### src/rtl/sobel_pkg.sv
`default_nettype none
// ============================================================================
// Module   : sobel_pkg
// Purpose  : Shared types, output-mode codes and edge saturation for the
//            Sobel frame sequencer.
// Revision : 1.0
// ============================================================================
package sobel_pkg;

  localparam int SOBEL_DATA_W = 12;
  localparam int SOBEL_EDGE_W = 15;

  localparam logic [1:0] MODE_GRAY = 2'd0;
  localparam logic [1:0] MODE_EDGE = 2'd1;
  localparam logic [1:0] MODE_THR  = 2'd2;

  typedef enum logic [1:0] {IDLE, PRIME, ACTIVE, DONE} sobel_state_t;

  // Clamp the unsaturated |Gx|+|Gy| sum to the pixel range.
  function automatic logic [SOBEL_DATA_W-1:0] sat_edge(input logic [SOBEL_EDGE_W-1:0] edgeVal);
    if (|edgeVal[SOBEL_EDGE_W-1:SOBEL_DATA_W])
      return '1;
    else
      return edgeVal[SOBEL_DATA_W-1:0];
  endfunction

endpackage
`default_nettype wire

### src/rtl/sobel_pos_counter.sv
`default_nettype none
// ============================================================================
// Module   : sobel_pos_counter
// Purpose  : Column/row position of the current pixel with row-end and
//            last-pixel flags.
// Revision : 1.0
// ============================================================================
module sobel_pos_counter #(
  parameter int IMG_W = 640,
  parameter int IMG_H = 480
) (
  input  logic       iCLK,
  input  logic       iRST,
  input  logic       iClear,
  input  logic       iInc,
  output logic [9:0] oX,
  output logic [8:0] oY,
  output logic       oRowEnd,
  output logic       oLastPixel
);

  localparam logic [9:0] C_X_LAST = 10'(IMG_W - 1);
  localparam logic [8:0] C_Y_LAST = 9'(IMG_H - 1);

  assign oRowEnd    = (oX == C_X_LAST);
  assign oLastPixel = oRowEnd && (oY == C_Y_LAST);

  // Row index saturates on the final pixel so it never leaves the frame.
  always_ff @(posedge iCLK or posedge iRST) begin
    if (iRST) begin
      oX <= '0;
      oY <= '0;
    end else if (iClear) begin
      oX <= '0;
      oY <= '0;
    end else if (iInc) begin
      if (oRowEnd) begin
        oX <= '0;
        if (oY != C_Y_LAST)
          oY <= oY + 9'd1;
      end else begin
        oX <= oX + 10'd1;
      end
    end
  end

endmodule
`default_nettype wire

### src/rtl/sobel_frame_ctrl.sv
`default_nettype none
// ============================================================================
// Module   : sobel_frame_ctrl
// Purpose  : Frame sequencer for the Sobel pipeline: position tracking,
//            line-buffer enable, window masking and output-mode selection.
// Revision : 1.0
// ============================================================================
module sobel_frame_ctrl
  import sobel_pkg::*;
#(
  parameter int IMG_W  = 640,
  parameter int IMG_H  = 480,
  parameter int DATA_W = SOBEL_DATA_W,
  parameter int EDGE_W = SOBEL_EDGE_W
) (
  input  logic              iCLK,
  input  logic              iRST,
  input  logic              iFVAL,
  input  logic              iDVAL,
  input  logic [DATA_W-1:0] iGray,
  input  logic [EDGE_W-1:0] iEdge,
  input  logic [1:0]        iMode,
  input  logic [DATA_W-1:0] iThresh,
  output logic              oLbEn,
  output logic              oDVAL,
  output logic [DATA_W-1:0] oPixel,
  output logic [9:0]        oX,
  output logic [8:0]        oY,
  output logic              oFrameDone,
  output logic              oFrameErr
);

  sobel_state_t      r_state;
  sobel_state_t      w_stateNext;
  logic              r_fvalQ;
  logic [1:0]        r_mode;
  logic [DATA_W-1:0] r_thresh;
  logic              w_fvalRise;
  logic              w_accept;
  logic              w_frameStart;
  logic              w_err;
  logic [9:0]        w_x;
  logic [8:0]        w_y;
  logic              w_rowEnd;
  logic              w_lastPixel;
  logic [DATA_W-1:0] w_sat;
  logic [DATA_W-1:0] w_modePix;
  logic [DATA_W-1:0] w_pixNext;

  assign w_fvalRise = iFVAL & ~r_fvalQ;
  assign w_accept   = iDVAL & iFVAL & ((r_state == PRIME) || (r_state == ACTIVE));
  assign oLbEn      = w_accept;

  sobel_pos_counter #(
    .IMG_W (IMG_W),
    .IMG_H (IMG_H)
  ) u_pos (
    .iCLK       (iCLK),
    .iRST       (iRST),
    .iClear     (w_frameStart),
    .iInc       (w_accept),
    .oX         (w_x),
    .oY         (w_y),
    .oRowEnd    (w_rowEnd),
    .oLastPixel (w_lastPixel)
  );

  always_ff @(posedge iCLK or posedge iRST) begin
    if (iRST)
      r_state <= IDLE;
    else
      r_state <= w_stateNext;
  end

  always_comb begin
    w_stateNext  = r_state;
    w_frameStart = 1'b0;
    w_err        = 1'b0;
    case (r_state)
      IDLE: begin
        if (w_fvalRise) begin
          w_stateNext  = PRIME;
          w_frameStart = 1'b1;
        end
      end
      PRIME: begin
        if (!iFVAL) begin
          w_stateNext = IDLE;
          w_err       = 1'b1;
        end else if (w_accept && w_rowEnd && (w_y == 9'd1)) begin
          w_stateNext = ACTIVE;
        end
      end
      ACTIVE: begin
        if (!iFVAL) begin
          w_stateNext = IDLE;
          w_err       = 1'b1;
        end else if (w_accept && w_lastPixel) begin
          w_stateNext = DONE;
        end
      end
      DONE:    w_stateNext = IDLE;
      default: w_stateNext = IDLE;
    endcase
  end

  always_comb begin
    w_sat = sat_edge(iEdge);
    case (r_mode)
      MODE_GRAY: w_modePix = iGray;
      MODE_THR:  w_modePix = (w_sat >= r_thresh) ? '1 : '0;
      MODE_EDGE: w_modePix = w_sat;
      default:   w_modePix = w_sat;
    endcase
    w_pixNext = ((w_x < 10'd2) || (w_y < 9'd2)) ? '0 : w_modePix;
  end

  // r_fvalQ resets high so a frame already running at reset release is
  // not mistaken for a new frame start.
  always_ff @(posedge iCLK or posedge iRST) begin
    if (iRST) begin
      r_fvalQ    <= 1'b1;
      r_mode     <= MODE_EDGE;
      r_thresh   <= '0;
      oDVAL      <= 1'b0;
      oPixel     <= '0;
      oX         <= '0;
      oY         <= '0;
      oFrameDone <= 1'b0;
      oFrameErr  <= 1'b0;
    end else begin
      r_fvalQ    <= iFVAL;
      oDVAL      <= w_accept;
      oFrameDone <= (r_state == DONE);
      oFrameErr  <= w_err;
      if (w_frameStart) begin
        r_mode   <= iMode;
        r_thresh <= iThresh;
      end
      if (w_accept) begin
        oPixel <= w_pixNext;
        oX     <= w_x;
        oY     <= w_y;
      end
    end
  end

endmodule
`default_nettype wire
### config.mk
export PLATFORM = sky130hd
export DESIGN_NAME = sobel_frame_ctrl
export DESIGN_NICKNAME = d
export VERILOG_FILES = /design/src/rtl/sobel_pkg.sv /design/src/rtl/sobel_pos_counter.sv /design/src/rtl/sobel_frame_ctrl.sv
export SDC_FILE = /design/constraint.sdc
export NUM_CORES = 1
export LEC_CHECK = 0
export CORE_ASPECT_RATIO = 1.5
export CORE_MARGIN = 1
export CORE_UTILIZATION = 35
export DETAILED_ROUTE_END_ITERATION = 6
export PLACE_DENSITY = 0.69
export SLEW_MARGIN = 20
export SYNTH_ARGS = -nofsm -noshare
export SYNTH_HDL_FRONTEND = slang
export SYNTH_SLANG_ARGS = --single-unit
### constraint.sdc
create_clock -name iCLK -period 2.49 [get_ports iCLK]
set_input_delay 0.6225 -clock iCLK [delete_from_list [all_inputs] [get_ports iCLK]]
set_output_delay 0.6225 -clock iCLK [all_outputs]
set_load 0.01 [all_outputs]
==> results of run 1 <==
-- layout by cell type, fill, tap and decap left out, types with 4 or more instances in the layout --
cell and n:
nand2_1 100, clkdlybuf4s50_1 74, dfrtp_1 68, o21ai_0 24, buf_4 22, nor2_1 21
inv_1 16, ha_1 14, o22ai_1 13, nand3_1 10, nor3_1 9, xnor2_1 9
nand2b_1 9, clkbuf_16 9, o21ai_1 6, a21oi_1 4, nand4_1 4, o21ai_2 4
ha_4 4
-- worst paths after layout --
| kind | start | to | slack, ns | depth (start not counted) |
|---|---|---|---|---|
| setup reg to reg | r_state[0]$_DFFE_PP0P_ | u_pos.oY[1]$_DFFE_PP0P_ | 0.21 | 7 |
| max in group asynchronous | iRST | r_fvalQ$_DFF_PP1_ | 1.46 | 3 |
| hold / removal | r_mode[0]$_DFFE_PP1P_ | r_mode[0]$_DFFE_PP1P_ | 0.48 | 2 |
| setup / recovery | iEdge[3] | oPixel[8]$_DFFE_PP0P_ | 0.04 | 9 |
| min in group asynchronous | iRST | oFrameDone$_DFF_PP0_ | 0.67 | 3 |
| hold reg to reg | r_mode[0]$_DFFE_PP1P_ | r_mode[0]$_DFFE_PP1P_ | 0.48 | 2 |
-- cells by family (layout without fill, tap and decap cells) --
kind of cell | Yosys count | count (layout)
simple gates | 178 | 178
flops | 70 | 70
compound gates | 67 | 68
buf+inv | 33 | 137
fa+ha+maj | 19 | 19
xor+xnor | 10 | 10
mux | 3 | 3
-- flip-flops by register name, indices dropped and copies added (netlist names) --
| name | count |
|---|---|
| oDVAL | 1 |
| oY | 9 |
| oX | 10 |
| oFrameErr | 1 |
| r_fvalQ | 1 |
| oPixel | 12 |
| r_thresh | 12 |
| oFrameDone | 1 |
| r_state | 2 |
| r_mode | 2 |
| u_pos.oX | 10 |
| u_pos.oY | 9 |
-- Yosys cell counts (2+ instances only) --
cell type  instances  area [um2]
a21oi_1            4       20.02
a31oi_1            2       12.51
and3_1             3       18.77
buf_2              2       10.01
clkbuf_1          13       48.80
dfrtp_1           68        1702
dfstp_2            2       52.55
ha_1              19       237.7
inv_1             17       63.81
mux2_2             2       22.52
nand2_1          100       375.4
nand2b_1          12       75.07
nand3_1           10       50.05
nand4_1            4       25.02
nor2_1            21       78.83
nor2b_1            2       12.51
nor3_1            10       50.05
nor3b_1            2       15.01
nor4_1             3       18.77
o211ai_1           3       22.52
o21ai_0           34       170.2
o22ai_1           13       81.33
o31ai_1            2       15.01
xnor2_1            9       78.83
-- stage by stage --
step	instances	area [um2]	setup TNS (ns)	utilization	worst slack [ns]
finish	600	4999	0	0.5188	0.04166
detailed placement	578	4516	-8.574	0.4687	-0.6760
global placement	578	4516	-7.162	0.4687	-0.5554
floorplan	380	3500	-0.7264	-	-0.07387
CTS	599	4916	0	0.5103	0.002208
global route	600	4999	-0.1291	0.5188	-0.03641
-- worst reg2reg max path: stages, from the launching register on --
cell and delay, ns:
dfrtp_1 0.38, inv_1 0.09, ha_1 0.33, nand3_4 0.12, or4_4 0.64, nor2_1 0.20
mux2_2 0.35, nor2_1 0.10
-- layer usage --
metal | vias up | routed length (um) | share of wire
met2 | 120 | 4523 | 0.48
met5 | - | 0 | 0
met1 | 1467 | 4006 | 0.42
met3 | 19 | 662 | 0.070
met4 | 0 | 249 | 0.026
li1 | 1502 | - | -
-- timing repair --
action                                  in CTS  in global routing
buffers inserted                             4                  1
pin swaps                                   11                  6
endpoints found under the setup margin      13                 12
gates cloned                                 1                  0
gates resized for setup                     21                 23
-- final cells by class --
| cell class | instances | area (um2) | area share |
|---|---|---|---|
| sequential | 70 | 1754 | 0.3509 |
| multi-input combinational | 278 | 1758 | 0.3517 |
| clock inverter | 3 | 17.52 | 0.003504 |
| clock buffer | 13 | 270.3 | 0.05407 |
| timing repair buffer | 104 | 991.0 | 0.1982 |
| inverter | 17 | 63.81 | 0.01277 |
| tap | 115 | 143.9 | 0.02879 |
-- power groups by stage --
stage	clock [uW]	combinational, uW	sequential, uW
3_3_place_gp	0	945	1450
2_1_floorplan	0	580	1440
5_1_grt	1280	1240	1460
4_1_cts	1230	1060	1440
3_5_place_dp	0	975	1450
6_report	1200	1110	1430
==> flow_metrics.tcl, run 1 <==
set metrics [dict create \
    cts_hold_buf 0 \
    internal_power_uw 2582 \
    swShare 0.3111 \
    numPortBuffers 79 \
    cts.sinks 70 \
    grt_use_met3 0.04175 \
    synth_xor_area_frac 0.02523 \
    gr-total-overflow 0 \
    track_usage 0.1906 \
    synth_top_family_by_area "simple AND/OR/NAND/NOR gates" \
    max_stage_delay_ns 0.45 \
    syn_to_final_growth_pct 44.02 \
    max_freq_mhz 408.4 \
    status "finished, final reports clean" \
    async_reset_ff_frac 1.000 \
    clock_path_buffers 2 \
    die_h_um 124.0 \
    clkPwrFrac 0.321 \
    hp-class "reg -> reg" \
    hold_ws_ns 0.4778 \
    crit_fanout 6 \
    syn_inst 380 \
    synth_cell_types 47 \
    period_minus_slack_ns 2.448 \
    grt.met1_usage 0.2381 \
    finalWeightedCongestion 0.8101 \
    synth-edff-count 0 \
    report.power.total_uw 3748 \
    timing.final.crit_share 0.9833 \
    dieArea_um2 10330 \
    finalSetupViolations 0 \
    synth.avg_cell_area_um2 9.134 \
    ys_seq_elements 70 \
    dp_hpwl_um 6242 \
    vdd_drop_max_v 0.0004376 \
    final-hold-violation-count 0 \
    power.leakage_uw 0.002225 \
    rows 44 \
    maxCapViolations 0 \
    antenna_found_initial 0 \
    root_buffer "clkbuf_16" \
    grt_pass1_vias 3073 \
    die_x_um 83.31 \
    drt_first_pass_iters 5 \
    power_frac_seq 0.383 \
    maxSlewViolCount 0 \
    diodes 0 \
    setup.worst_path.class "in -> reg" \
    yosys.area_share.simple 0.2383 \
    grtUsageMet2 0.3125 \
    path_cells "clkdlybuf4s50_1, nand2b_1, ha_1, buf_4, o211ai_1, a211oi_2, a211o_1, o2111ai_4, o21ai_2" \
    num_io_pins 80 \
    power_density_nw_per_um2 749.9 \
    yosysWarnings 0 \
    via_per_inst 5.180 \
    cts_tree "built" \
    synth_area_um2 3471 \
    synth_compound_area_frac 0.1146 \
    fillerInstances 847 \
    drt_iter0_markers 183 \
    drcViolationCount 0 \
    slowest_stage "clkdlybuf4s50_1" \
    ctsHtreeMaxLevel 3 \
    grt_pass1_wl_um 15280 \
    core_um2 9634 \
    grt_max_degree 71 \
    relSlewSlack 0.7124 \
    crit_path_end_kind "flip-flop" \
    dr_total_vias 3108 \
    path_buf_inv 2 \
    wirelength_um 9442 \
    ant_nets 0 \
    synth_fa_ha_area_frac 0.06849 \
    worst_pin_slew_ns 0.4303 \
    clock_latency_ns 0.33 \
    synth_flop_cell "dfrtp_1" \
    pwr-share-comb 0.297 \
    final_net_count 544 \
    p_sw_uw 1166 \
    seq_area_frac_synth 0.5054 \
    synth_nets 444 \
    required_ns 2.69 \
    layout-drive-gt1-share 0.1464 \
    worstPathArrival_ns 2.65 \
    crit_path_start_kind "primary input" \
    path_clk_slew_ns 0.05 \
    wire_per_inst_um 15.74 \
    final.setup_skew_ns 0.007178 \
    initial_core_util 0.3603 \
    synth_mux_area_frac 0.009373 \
    numCtsBuffers 9 \
    gr-max-usage-layer "met2" \
    cp_top_family "compound AO/OA/AOI/OAI gates" \
]
No activity file was read; power rests on OpenSTA's default activity.
==> run 2: changes to the inputs <==
--- a/config.mk
+++ b/config.mk
@@ -5,6 +5,7 @@
 export SDC_FILE = /design/constraint.sdc
 export NUM_CORES = 1
 export LEC_CHECK = 0
+export ABC_CLOCK_PERIOD_IN_PS = 2490
 export CORE_ASPECT_RATIO = 1.5
 export CORE_MARGIN = 1
 export CORE_UTILIZATION = 35
==> results of run 2 <==
The final DEF is identical to that of run 1; final timing and power are the same.
==> run 3: changes to the inputs <==
--- a/config.mk
+++ b/config.mk
@@ -10,6 +10,7 @@
 export CORE_MARGIN = 1
 export CORE_UTILIZATION = 35
 export DETAILED_ROUTE_END_ITERATION = 6
+export MAX_ROUTING_LAYER = met4
 export PLACE_DENSITY = 0.69
 export SLEW_MARGIN = 20
 export SYNTH_ARGS = -nofsm -noshare
==> run 3 against run 2 <==
First-iteration DRC count is 7.7% higher. Core utilization is the same. Cell area did not move. Largest cell class unchanged. Worst setup slack lost 0.0021 ns. Register-to-register slack about the same. Total power is 0.20% lower. Non-clock buffer count unchanged. Worst hold slack about the same. Global-route usage increased by 0.58 points. Final cell count stayed put.
==> flow_metrics.tcl, run 3 (synthesized netlist as in run 1, its figures left out) <==
set metrics [dict create \
    status "finished, final reports clean" \
    drt_iter0_markers 197 \
    rows 44 \
    die_h_um 124.0 \
    timing.final.crit_share 0.9841 \
    drcViolationCount 0 \
    worstPathArrival_ns 2.65 \
    layout-drive-gt1-share 0.1464 \
    grt_max_degree 71 \
    final.setup_skew_ns 0.007467 \
    setup_tns_ns 0 \
    cts.sinks 70 \
    final_common_cell "nand2_1" \
    diodes 0 \
    ctsHtreeMaxLevel 3 \
    final_cell_mix "nand2_1 (100), clkdlybuf4s50_1 (74), dfrtp_1 (68)" \
    syn_to_final_growth_pct 44.02 \
    clock_latency_ns 0.33 \
    dp_hpwl_um 6242 \
    dr_total_vias 3122 \
    core_um2 9634 \
    grt_pass1_wl_um 15280 \
    antenna_found_initial 0 \
    worst_pin_slew_ns 0.4391 \
    track_usage 0.1963 \
    max_freq_mhz 408.1 \
    path_clk_slew_ns 0.05 \
    finalWeightedCongestion 0.8220 \
    dieArea_um2 10330 \
    hp-class "reg -> reg" \
    placed_cells 578 \
    final_net_count 544 \
    cts_hold_buf 0 \
    clock_path_buffers 2 \
    cts_tree "built" \
    period_minus_slack_ns 2.450 \
    grt_pass1_vias 3083 \
    via_per_inst 5.203 \
    relSlewSlack 0.7066 \
    maxSlewViolCount 0 \
    required_ns 2.69 \
    num_io_pins 80 \
    wirelength_um 9400 \
    fillerInstances 847 \
    gr-total-overflow 0 \
    finalSetupViolations 0 \
    reg_top3 "oPixel: 12 flops, r_thresh: 12 flops" \
    ant_nets 0 \
    numPortBuffers 79 \
    power_density_nw_per_um2 748.4 \
    die_x_um 83.31 \
    final-hold-violation-count 0 \
    crit_path_start_kind "primary input" \
    vdd_drop_max_v 0.0004377 \
    r2r_slack_ns 0.20 \
    wire_per_inst_um 15.67 \
    crit_fanout 6 \
    initial_core_util 0.3603 \
    root_buffer "clkbuf_16" \
    crit_path_end_kind "flip-flop" \
    numCtsBuffers 9 \
    drt_first_pass_iters 4 \
    layoutNonFillerInstCount 600 \
    power.leakage_uw 0.002225 \
    setup.worst_path.class "in -> reg" \
    maxCapViolations 0 \
]
## run 3: path summary, 6_finish.rpt
| path | from | endpoint | cells past startpoint |
|---|---|---|---|
| min | r_mode[0]$_DFFE_PP1P_ | r_mode[0]$_DFFE_PP1P_ | 2 |
| max in group asynchronous | iRST | r_mode[0]$_DFFE_PP1P_ | 3 |
| min in group asynchronous | iRST | oFrameDone$_DFF_PP0_ | 3 |
| min reg2reg | r_mode[0]$_DFFE_PP1P_ | r_mode[0]$_DFFE_PP1P_ | 2 |
| max | iEdge[3] | oPixel[8]$_DFFE_PP0P_ | 9 |
| max reg2reg | r_state[0]$_DFFE_PP0P_ | u_pos.oY[1]$_DFFE_PP0P_ | 7 |
## run 3: power by group
group	leakage, uW	switching [uW]	internal, uW
clock network	0.000142	447	752
logic	0.00115	603	506
registers	0.000937	108	1330
total	0.00223	1160	2580
## run 3: metrics by stage
step           hold slack, ns  setup slack [ns]  total power (uW)  area (um2)    util
2_1_floorplan          0.4510          -0.07387              2018        3500       -
3_3_place_gp           0.4605           -0.5554              2390        4516  0.4687
3_5_place_dp           0.4691           -0.6760              2427        4516  0.4687
4_1_cts                0.4802          0.002208              3728        4916  0.5103
5_1_grt                0.5083          -0.03437              3981        4999  0.5188
6_report               0.4776           0.03958              3741        4999  0.5188
## run 3: critical path, stage by stage
cell	delay (ns)
clkdlybuf4s50_1	0.45
nand2b_1	0.18
ha_1	0.23
buf_4	0.15
o211ai_1	0.19
a211oi_2	0.10
a211o_1	0.40
o2111ai_4	0.22
o21ai_2	0.12
## run 3: per-layer routing
metal	vias up	part of all wire	track usage
li1	1502	-	-
met1	1478	0.42	0.2368
met2	123	0.48	0.3140
met3	19	0.072	0.05036
met4	0	0.025	0.08405
met5	-	0	-
## run 3: layout make-up
type	count	area (um2)	area share
inverter	17	63.81	0.01277
clock inverter	3	17.52	0.003504
tap	115	143.9	0.02879
multi-input combinational	278	1758	0.3517
sequential	70	1754	0.3509
timing repair buffer	104	991.0	0.1982
clock buffer	13	270.3	0.05407
## run 3: what timing repair did
item                                   in CTS  in global routing
cloned                                      1                  0
setup buffers                               4                  1
setup endpoints to repair                  13                 12
endpoints found under the hold margin       0                  0
pin swaps                                  11                  6
resized for setup                          21                 21
